<file path="src/rtl/traffic_pkg.sv">
// Shared constants and types for the intersection timing blocks.
package traffic_pkg;

  localparam int NUM_SLOTS = 3;
  localparam int DATA_W    = 4;

  // Interval register addresses on the time-parameter write port.
  localparam logic [1:0] BASE_ADD = 2'd0;
  localparam logic [1:0] EXT_ADD  = 2'd1;
  localparam logic [1:0] YEL_ADD  = 2'd2;
  localparam logic [1:0] ILL_SEL  = 2'd3;

  // Values substituted when a programming request carries 0 seconds.
  localparam logic [DATA_W-1:0] BASE_DEF = 4'd6;
  localparam logic [DATA_W-1:0] EXTD_DEF = 4'd3;
  localparam logic [DATA_W-1:0] YELL_DEF = 4'd2;

  typedef enum logic [1:0] {IDLE, HOLD, WRITE, RESTART} seq_state_e;

  // One synchronized programming request.
  typedef struct packed {
    logic              req;
    logic [1:0]        sel;
    logic [DATA_W-1:0] data;
  } prog_cmd_t;

  // A zero interval is never useful; fall back to the slot default.
  function automatic logic [DATA_W-1:0] subst_default(input logic [DATA_W-1:0] d,
                                                      input logic [DATA_W-1:0] dflt);
    return (d == '0) ? dflt : d;
  endfunction

endpackage

</file>
<file path="src/rtl/prog_sequencer_if.sv">
// Request / write-port / FSM-control bundle of the programming sequencer.
interface prog_sequencer_if;
  import traffic_pkg::*;

  logic              tick;
  logic              prog_req;
  logic [1:0]        prog_sel;
  logic [DATA_W-1:0] prog_data;
  logic              safe_point;
  logic              cfg_we;
  logic [1:0]        cfg_addr;
  logic [DATA_W-1:0] cfg_wdata;
  logic              fsm_hold;
  logic              fsm_restart;
  logic              prog_busy;
  logic              prog_err;

  modport master (
    output tick, prog_req, prog_sel, prog_data, safe_point,
    input  cfg_we, cfg_addr, cfg_wdata, fsm_hold, fsm_restart, prog_busy, prog_err
  );

  modport slave (
    input  tick, prog_req, prog_sel, prog_data, safe_point,
    output cfg_we, cfg_addr, cfg_wdata, fsm_hold, fsm_restart, prog_busy, prog_err
  );

endinterface

</file>
<file path="src/rtl/prog_shadow_regs.sv">
// Three pending-interval slots with capture-over-clear priority and a
// lowest-valid-index search starting at a caller-supplied index.
module prog_shadow_regs
  import traffic_pkg::*;
#(
  parameter logic [DATA_W-1:0] BASE_DEFAULT = BASE_DEF,
  parameter logic [DATA_W-1:0] EXTD_DEFAULT = EXTD_DEF,
  parameter logic [DATA_W-1:0] YELL_DEFAULT = YELL_DEF
) (
  input  logic                 clk,
  input  logic                 rst_n,
  input  prog_cmd_t            cmd,
  input  logic                 clr_en,
  input  logic [1:0]           clr_idx,
  input  logic [1:0]           start,
  output logic [NUM_SLOTS-1:0] vld,
  output logic                 hit,
  output logic [1:0]           idx,
  output logic [DATA_W-1:0]    rdata,
  output logic                 more
);

  logic [NUM_SLOTS-1:0][DATA_W-1:0] data_q;
  logic [NUM_SLOTS-1:0][DATA_W-1:0] dflt;
  logic [NUM_SLOTS-1:0]             vld_q;

  // Per-slot default table indexed by write address.
  always_comb begin
    dflt           = '0;
    dflt[BASE_ADD] = BASE_DEFAULT;
    dflt[EXT_ADD]  = EXTD_DEFAULT;
    dflt[YEL_ADD]  = YELL_DEFAULT;
  end

  // Capture wins over a same-cycle clear so a fresh value is never lost.
  always_ff @(posedge clk or negedge rst_n) begin
    if (!rst_n) begin
      vld_q  <= '0;
      data_q <= '0;
    end else begin
      for (int i = 0; i < NUM_SLOTS; i++) begin
        if (cmd.req && cmd.sel == 2'(i)) begin
          vld_q[i]  <= 1'b1;
          data_q[i] <= subst_default(cmd.data, dflt[i]);
        end else if (clr_en && clr_idx == 2'(i)) begin
          vld_q[i]  <= 1'b0;
        end
      end
    end
  end

  // Lowest valid slot at or above start (descending scan keeps the lowest).
  always_comb begin
    hit = 1'b0;
    idx = '0;
    for (int i = NUM_SLOTS-1; i >= 0; i--) begin
      if (vld_q[i] && 2'(i) >= start) begin
        hit = 1'b1;
        idx = 2'(i);
      end
    end
  end

  // Any valid slot above the selected one still to go in this pass.
  always_comb begin
    more = 1'b0;
    for (int i = 0; i < NUM_SLOTS; i++) begin
      if (vld_q[i] && 2'(i) > idx) more = 1'b1;
    end
  end

  assign rdata = data_q[idx];
  assign vld   = vld_q;

endmodule

</file>
<file path="src/rtl/prog_sequencer.sv">
// Buffers interval reprogramming requests, parks the light FSM at a safe
// boundary (or forces after a timeout), drains the slots to the
// time-parameter registers and restarts the FSM cycle.
module prog_sequencer
  import traffic_pkg::*;
#(
  parameter int                MAX_WAIT_TICKS = 10,
  parameter logic [DATA_W-1:0] BASE_DEFAULT   = BASE_DEF,
  parameter logic [DATA_W-1:0] EXTD_DEFAULT   = EXTD_DEF,
  parameter logic [DATA_W-1:0] YELL_DEFAULT   = YELL_DEF
) (
  input  logic             clk,
  input  logic             Reset_n,
  prog_sequencer_if.slave  bus
);

  localparam int               CNT_W   = $clog2(MAX_WAIT_TICKS + 1);
  localparam logic [CNT_W-1:0] CNT_MAX = CNT_W'(MAX_WAIT_TICKS);

  seq_state_e           state_q, state_d;
  logic [CNT_W-1:0]     cnt_q;
  logic [1:0]           wr_ptr_q;
  logic                 err_q;
  logic                 timeout;
  prog_cmd_t            cmd;
  logic                 legal_req, illegal_req;
  logic [NUM_SLOTS-1:0] vld;
  logic                 hit, more, write_en;
  logic [1:0]           idx;
  logic [DATA_W-1:0]    rdata;

  assign cmd         = '{req: bus.prog_req, sel: bus.prog_sel, data: bus.prog_data};
  assign legal_req   = bus.prog_req && (bus.prog_sel != ILL_SEL);
  assign illegal_req = bus.prog_req && (bus.prog_sel == ILL_SEL);
  assign write_en    = (state_q == WRITE) && hit;

  prog_shadow_regs #(
    .BASE_DEFAULT (BASE_DEFAULT),
    .EXTD_DEFAULT (EXTD_DEFAULT),
    .YELL_DEFAULT (YELL_DEFAULT)
  ) u_shadow (
    .clk     (clk),
    .rst_n   (Reset_n),
    .cmd     (cmd),
    .clr_en  (write_en),
    .clr_idx (idx),
    .start   (wr_ptr_q),
    .vld     (vld),
    .hit     (hit),
    .idx     (idx),
    .rdata   (rdata),
    .more    (more)
  );

  // State register.
  always_ff @(posedge clk or negedge Reset_n) begin
    if (!Reset_n) state_q <= IDLE;
    else          state_q <= state_d;
  end

  // Next state; a request arriving while idle counts immediately so HOLD
  // starts the cycle after the strobe.
  always_comb begin
    state_d = state_q;
    timeout = 1'b0;
    case (state_q)
      IDLE:    if (|vld || legal_req) state_d = HOLD;
      HOLD: begin
        if (bus.safe_point) begin
          state_d = WRITE;
        end else if (cnt_q == CNT_MAX) begin
          timeout = 1'b1;
          state_d = WRITE;
        end
      end
      WRITE:   if (!hit || !more) state_d = RESTART;
      RESTART: state_d = (|vld || legal_req) ? HOLD : IDLE;
      default: state_d = IDLE;
    endcase
  end

  // Tick counter: zero outside HOLD, so it is clear on every HOLD entry.
  always_ff @(posedge clk or negedge Reset_n) begin
    if (!Reset_n)                        cnt_q <= '0;
    else if (state_q != HOLD)            cnt_q <= '0;
    else if (bus.tick && cnt_q != CNT_MAX) cnt_q <= cnt_q + 1'b1;
  end

  // Pass pointer: slots below it were already written in this WRITE pass.
  always_ff @(posedge clk or negedge Reset_n) begin
    if (!Reset_n)             wr_ptr_q <= '0;
    else if (state_q != WRITE) wr_ptr_q <= '0;
    else if (write_en)         wr_ptr_q <= idx + 2'd1;
  end

  // Illegal-target error pulse, aligned with slot-valid timing.
  always_ff @(posedge clk or negedge Reset_n) begin
    if (!Reset_n) err_q <= 1'b0;
    else          err_q <= illegal_req;
  end

  assign bus.cfg_we      = write_en;
  assign bus.cfg_addr    = write_en ? idx : 2'd0;
  assign bus.cfg_wdata   = write_en ? rdata : '0;
  assign bus.fsm_hold    = (state_q != IDLE);
  assign bus.fsm_restart = (state_q == RESTART);
  assign bus.prog_busy   = (state_q != IDLE) || (|vld);
  assign bus.prog_err    = err_q || timeout;

endmodule

</file>
<file path="src/flat_wrapper.sv">
// flat-port wrapper written by rule: the top's interface ports become plain ports
module prog_sequencer_flat import traffic_pkg::*;
#(
  parameter int                MAX_WAIT_TICKS = 10,
  parameter logic [DATA_W-1:0] BASE_DEFAULT   = BASE_DEF,
  parameter logic [DATA_W-1:0] EXTD_DEFAULT   = EXTD_DEF,
  parameter logic [DATA_W-1:0] YELL_DEFAULT   = YELL_DEF
)
  (clk, Reset_n, bus_tick, bus_prog_req, bus_prog_sel, bus_prog_data, bus_safe_point, bus_cfg_we, bus_cfg_addr, bus_cfg_wdata, bus_fsm_hold, bus_fsm_restart, bus_prog_busy, bus_prog_err);
  prog_sequencer_if bus_i ();
  input  logic clk;
  input  logic Reset_n;
  input wire logic [$bits(bus_i.tick)-1:0] bus_tick;
  input wire logic [$bits(bus_i.prog_req)-1:0] bus_prog_req;
  input wire logic [$bits(bus_i.prog_sel)-1:0] bus_prog_sel;
  input wire logic [$bits(bus_i.prog_data)-1:0] bus_prog_data;
  input wire logic [$bits(bus_i.safe_point)-1:0] bus_safe_point;
  output wire logic [$bits(bus_i.cfg_we)-1:0] bus_cfg_we;
  output wire logic [$bits(bus_i.cfg_addr)-1:0] bus_cfg_addr;
  output wire logic [$bits(bus_i.cfg_wdata)-1:0] bus_cfg_wdata;
  output wire logic [$bits(bus_i.fsm_hold)-1:0] bus_fsm_hold;
  output wire logic [$bits(bus_i.fsm_restart)-1:0] bus_fsm_restart;
  output wire logic [$bits(bus_i.prog_busy)-1:0] bus_prog_busy;
  output wire logic [$bits(bus_i.prog_err)-1:0] bus_prog_err;
  assign bus_i.tick = bus_tick;
  assign bus_i.prog_req = bus_prog_req;
  assign bus_i.prog_sel = bus_prog_sel;
  assign bus_i.prog_data = bus_prog_data;
  assign bus_i.safe_point = bus_safe_point;
  assign bus_cfg_we = bus_i.cfg_we;
  assign bus_cfg_addr = bus_i.cfg_addr;
  assign bus_cfg_wdata = bus_i.cfg_wdata;
  assign bus_fsm_hold = bus_i.fsm_hold;
  assign bus_fsm_restart = bus_i.fsm_restart;
  assign bus_prog_busy = bus_i.prog_busy;
  assign bus_prog_err = bus_i.prog_err;
  prog_sequencer #(.MAX_WAIT_TICKS(MAX_WAIT_TICKS), .BASE_DEFAULT(BASE_DEFAULT), .EXTD_DEFAULT(EXTD_DEFAULT), .YELL_DEFAULT(YELL_DEFAULT)) u_core (.clk(clk), .Reset_n(Reset_n), .bus(bus_i));
endmodule
</file>
<file path="config.mk">
export PLATFORM = sky130hd
export DESIGN_NAME = prog_sequencer_flat
export DESIGN_NICKNAME = d
export VERILOG_FILES = /design/src/rtl/traffic_pkg.sv /design/src/rtl/prog_sequencer_if.sv /design/src/rtl/prog_shadow_regs.sv /design/src/rtl/prog_sequencer.sv /design/src/flat_wrapper.sv
export SDC_FILE = /design/constraint.sdc
export NUM_CORES = 1
export LEC_CHECK = 0
export ABC_AREA = 1
export CAP_MARGIN = 20
export CORE_AREA = 2 2 61 63
export DETAILED_ROUTE_END_ITERATION = 12
export DIE_AREA = 0 0 63 65
export HOLD_SLACK_MARGIN = 0.08
export PLACE_DENSITY = 0.66
export SLEW_MARGIN = 40
export SYNTH_ARGS = -nofsm -noshare
export SYNTH_HDL_FRONTEND = slang
export SYNTH_HIERARCHICAL = 1
export SYNTH_SLANG_ARGS = --single-unit
</file>
<file path="constraint.sdc">
create_clock -name clk -period 2.6 [get_ports clk]
set_clock_uncertainty 0.2 [all_clocks]
set_input_delay 0.52 -clock clk [delete_from_list [all_inputs] [get_ports clk]]
set_output_delay 0.52 -clock clk [all_outputs]
set_load 0.02 [all_outputs]
</file>
==> reports/results.ini <==
[global_route]
grt_pass1_vias = 1208
grt_first_pass_wirelength_um = 5260
grtUsageTotal_pct = 16.6
grt_antenna_before_repair = 0
grt_max_degree = 25
grt-ovfl-total = 0

[run_status]
status = completed

[sta]
finalMaxSlewViolations = 0
finalSetupViolCount = 0
fin_tns_setup_ps = 0
tightest_slew_ps = 317
fin_crit_sh_pct = 95.6
rsz0062_at_grt = false
slew_headroom_pct = 78.9
hold_viol = 0
max_freq_mhz = 402
fin_crit_ps = 2490

[floorplan]
die-area_sq_mm = 0.00410
initial_utilization_pct = 42.4
die_w_um = 63
std_cell_rows = 22
num_io_pins = 22
core_sq_mm = 0.00350
dieHeight_um = 65

[clocking]
holdBufCountCts = 0
cts_tree = yes
clkTransAtPathRegs_ps = 140
cts_made_buffers = 3
clock_path_buffers = 2
root_buffer = clkbuf_4
htree_levels = 1
clock_latency_ps = 310
cts.sinks = 24

[placed_design]
place_hpwl_um = 2380
place_congestion = 0.780
io_buffers = 21

[layout]
drive_above_1_share_pct = 20.1
mostFrequentLayoutCells = nand2_1 (60), inv_1 (25), dfrtp_1 (24)
areaGrowthSynthToFinish_pct = 22.2
nets = 248
diodes = 0
fill_cells = 368
multi_input_area_sq_um = 733
final_common_cell = nand2_1
seqCellArea_sq_um = 601

[yosys]
syn_inst = 199
ys_seq_area_share_pct = 40.5
synth-simple-area-share_pct = 34.9
synth_seq_cells = 24
netlist_area_sq_mm = 0.00148
syn_area_per_cell_sq_um = 7.46
yosysWarnings = 6
synth_nets = 217
synth_mux_area_share_pct = 0
ys_types = 22
synth-xor-area-share_pct = 0
synth_top_family_by_area = simple AND/OR/NAND/NOR gates
synth_fa_ha_area_share_pct = 5.90
synth_compound_area_share_pct = 8.60

[drt]
viasPerCell = 4.64
first_iter_violations = 47
drc = 0
ant_nets = 0
vias = 1285
wl_per_cell_um = 11.2
wl_um = 3090
firstDrtPassIters = 5

[critical_path]
crit_type = flop to output pin
crit_path_cell_trace = inv_1 -> ha_1 -> nand3_1 -> clkdlybuf4s50_1
crit_path_top_delay_cell = clkdlybuf4s50_1
critPathMaxFanout = 4
crit_path_start_kind = flop
end_kind = output pin
cpPeakStageDelay_ps = 590
crit_required_ps = 1880
cp.arrival_ps = 1770

[min_path]
hold_path_class = flop to flop

[pwr]
finalPower_w = 0.00191
p_leak_nw = 0.976
powerDensity_mw_per_mm2 = 1050
ir_worst_vdd_mv = 0.528

[job]
maxCapViolCount = 0

synth_stat cells, drive strengths merged:
library cell	count	area (sq um)
inv	40	150
nand4	3	18.8
nand3b	1	7.51
ha	7	87.6
a21o	1	7.51
nor2	18	97.6
nor3	4	30.0
dfrtp	24	601
o211ai	2	15.0
a21oi	4	31.3
nand3	18	105
o21ai	14	73.8
nand2	63	259
kinds of logic after synthesis:
kind of cell,after synthesis
fa+ha+maj,7
compound gates,21
buf+inv,40
flops,24
simple gates,107
area by class of cell:
class                   instances  area share (%)
multi-input cells             135            40.4
well taps                      48            3.31
flip-flops and latches         24            33.1
clock inverters                 1            1.66
repair buffers                 26            11.9
clock buffers                   3            1.24
inverters                      40            8.28
worst paths after layout:
kind / depth (start not counted) / start / to / slack [ps]
setup / recovery: 4 / u_core/state_q[0] / bus_prog_busy / 110
hold / removal: 2 / u_core/u_shadow/data_q[1] / u_core/u_shadow/data_q[1] / 310
setup reg to reg: 12 / u_core/wr_ptr_q[1] / u_core/state_q[0] / 830
hold reg to reg: 2 / u_core/u_shadow/data_q[1] / u_core/u_shadow/data_q[1] / 310
max in group asynchronous: 2 / Reset_n / u_core/u_shadow/vld[1] / 1610
min in group asynchronous: 2 / Reset_n / u_core/cnt_q[3] / 340
state kept, by name (all words and copies together) (netlist names):
signal                  count
u_core/u_shadow/data_q     12
u_core/err_q                1
u_core/u_shadow/vld         3
u_core/wr_ptr_q             2
u_core/state_q              2
u_core/cnt_q                4
metal layers:
| metal | GRT usage, % | up-vias | part of all wire [%] |
|---|---|---|---|
| li1 | - | 681 | - |
| met1 | 19.9 | 569 | 44 |
| met2 | 30.1 | 33 | 51 |
| met3 | 2.26 | 2 | 4.5 |
| met4 | 6.11 | 0 | 0.49 |
| met5 | 0 | - | 0 |
through the flow:
step	instances	utilization (%)	instance area [sq um]	hold WS [ps]	worst slack [ps]
global placement	272	51.0	1780	273	61.9
finish	277	51.9	1810	315	114
detailed placement	272	51.0	1780	277	21.8
global route	277	51.9	1810	340	4.27
floorplan	199	-	1480	24.4	628
CTS	276	52.3	1830	317	16.5
worst max-delay path, delay by kind of cell, from the launching register on:
| kind | cells | cell delay (ps) |
|---|---|---|
| buf+inv | 2 | 690 |
| flops | 1 | 430 |
| simple gates | 1 | 90 |
| fa+ha+maj | 1 | 240 |
power breakdown:
| part | switching (W) | internal, W |
|---|---|---|
| Clock | 0.000114 | 0.000156 |
| Sequential | 0.0000822 | 0.000468 |
| Combinational | 0.000688 | 0.000401 |
| Total | 0.000884 | 0.00102 |
what timing repair did:
| item | 4_1_cts | 5_1_grt |
|---|---|---|
| endpoints found under the setup margin | 8 | 8 |
| setup buffers | 0 | 1 |
| resized for setup | 8 | 13 |
| pin swaps | 1 | 1 |
(Power assumes the default switching activity.)
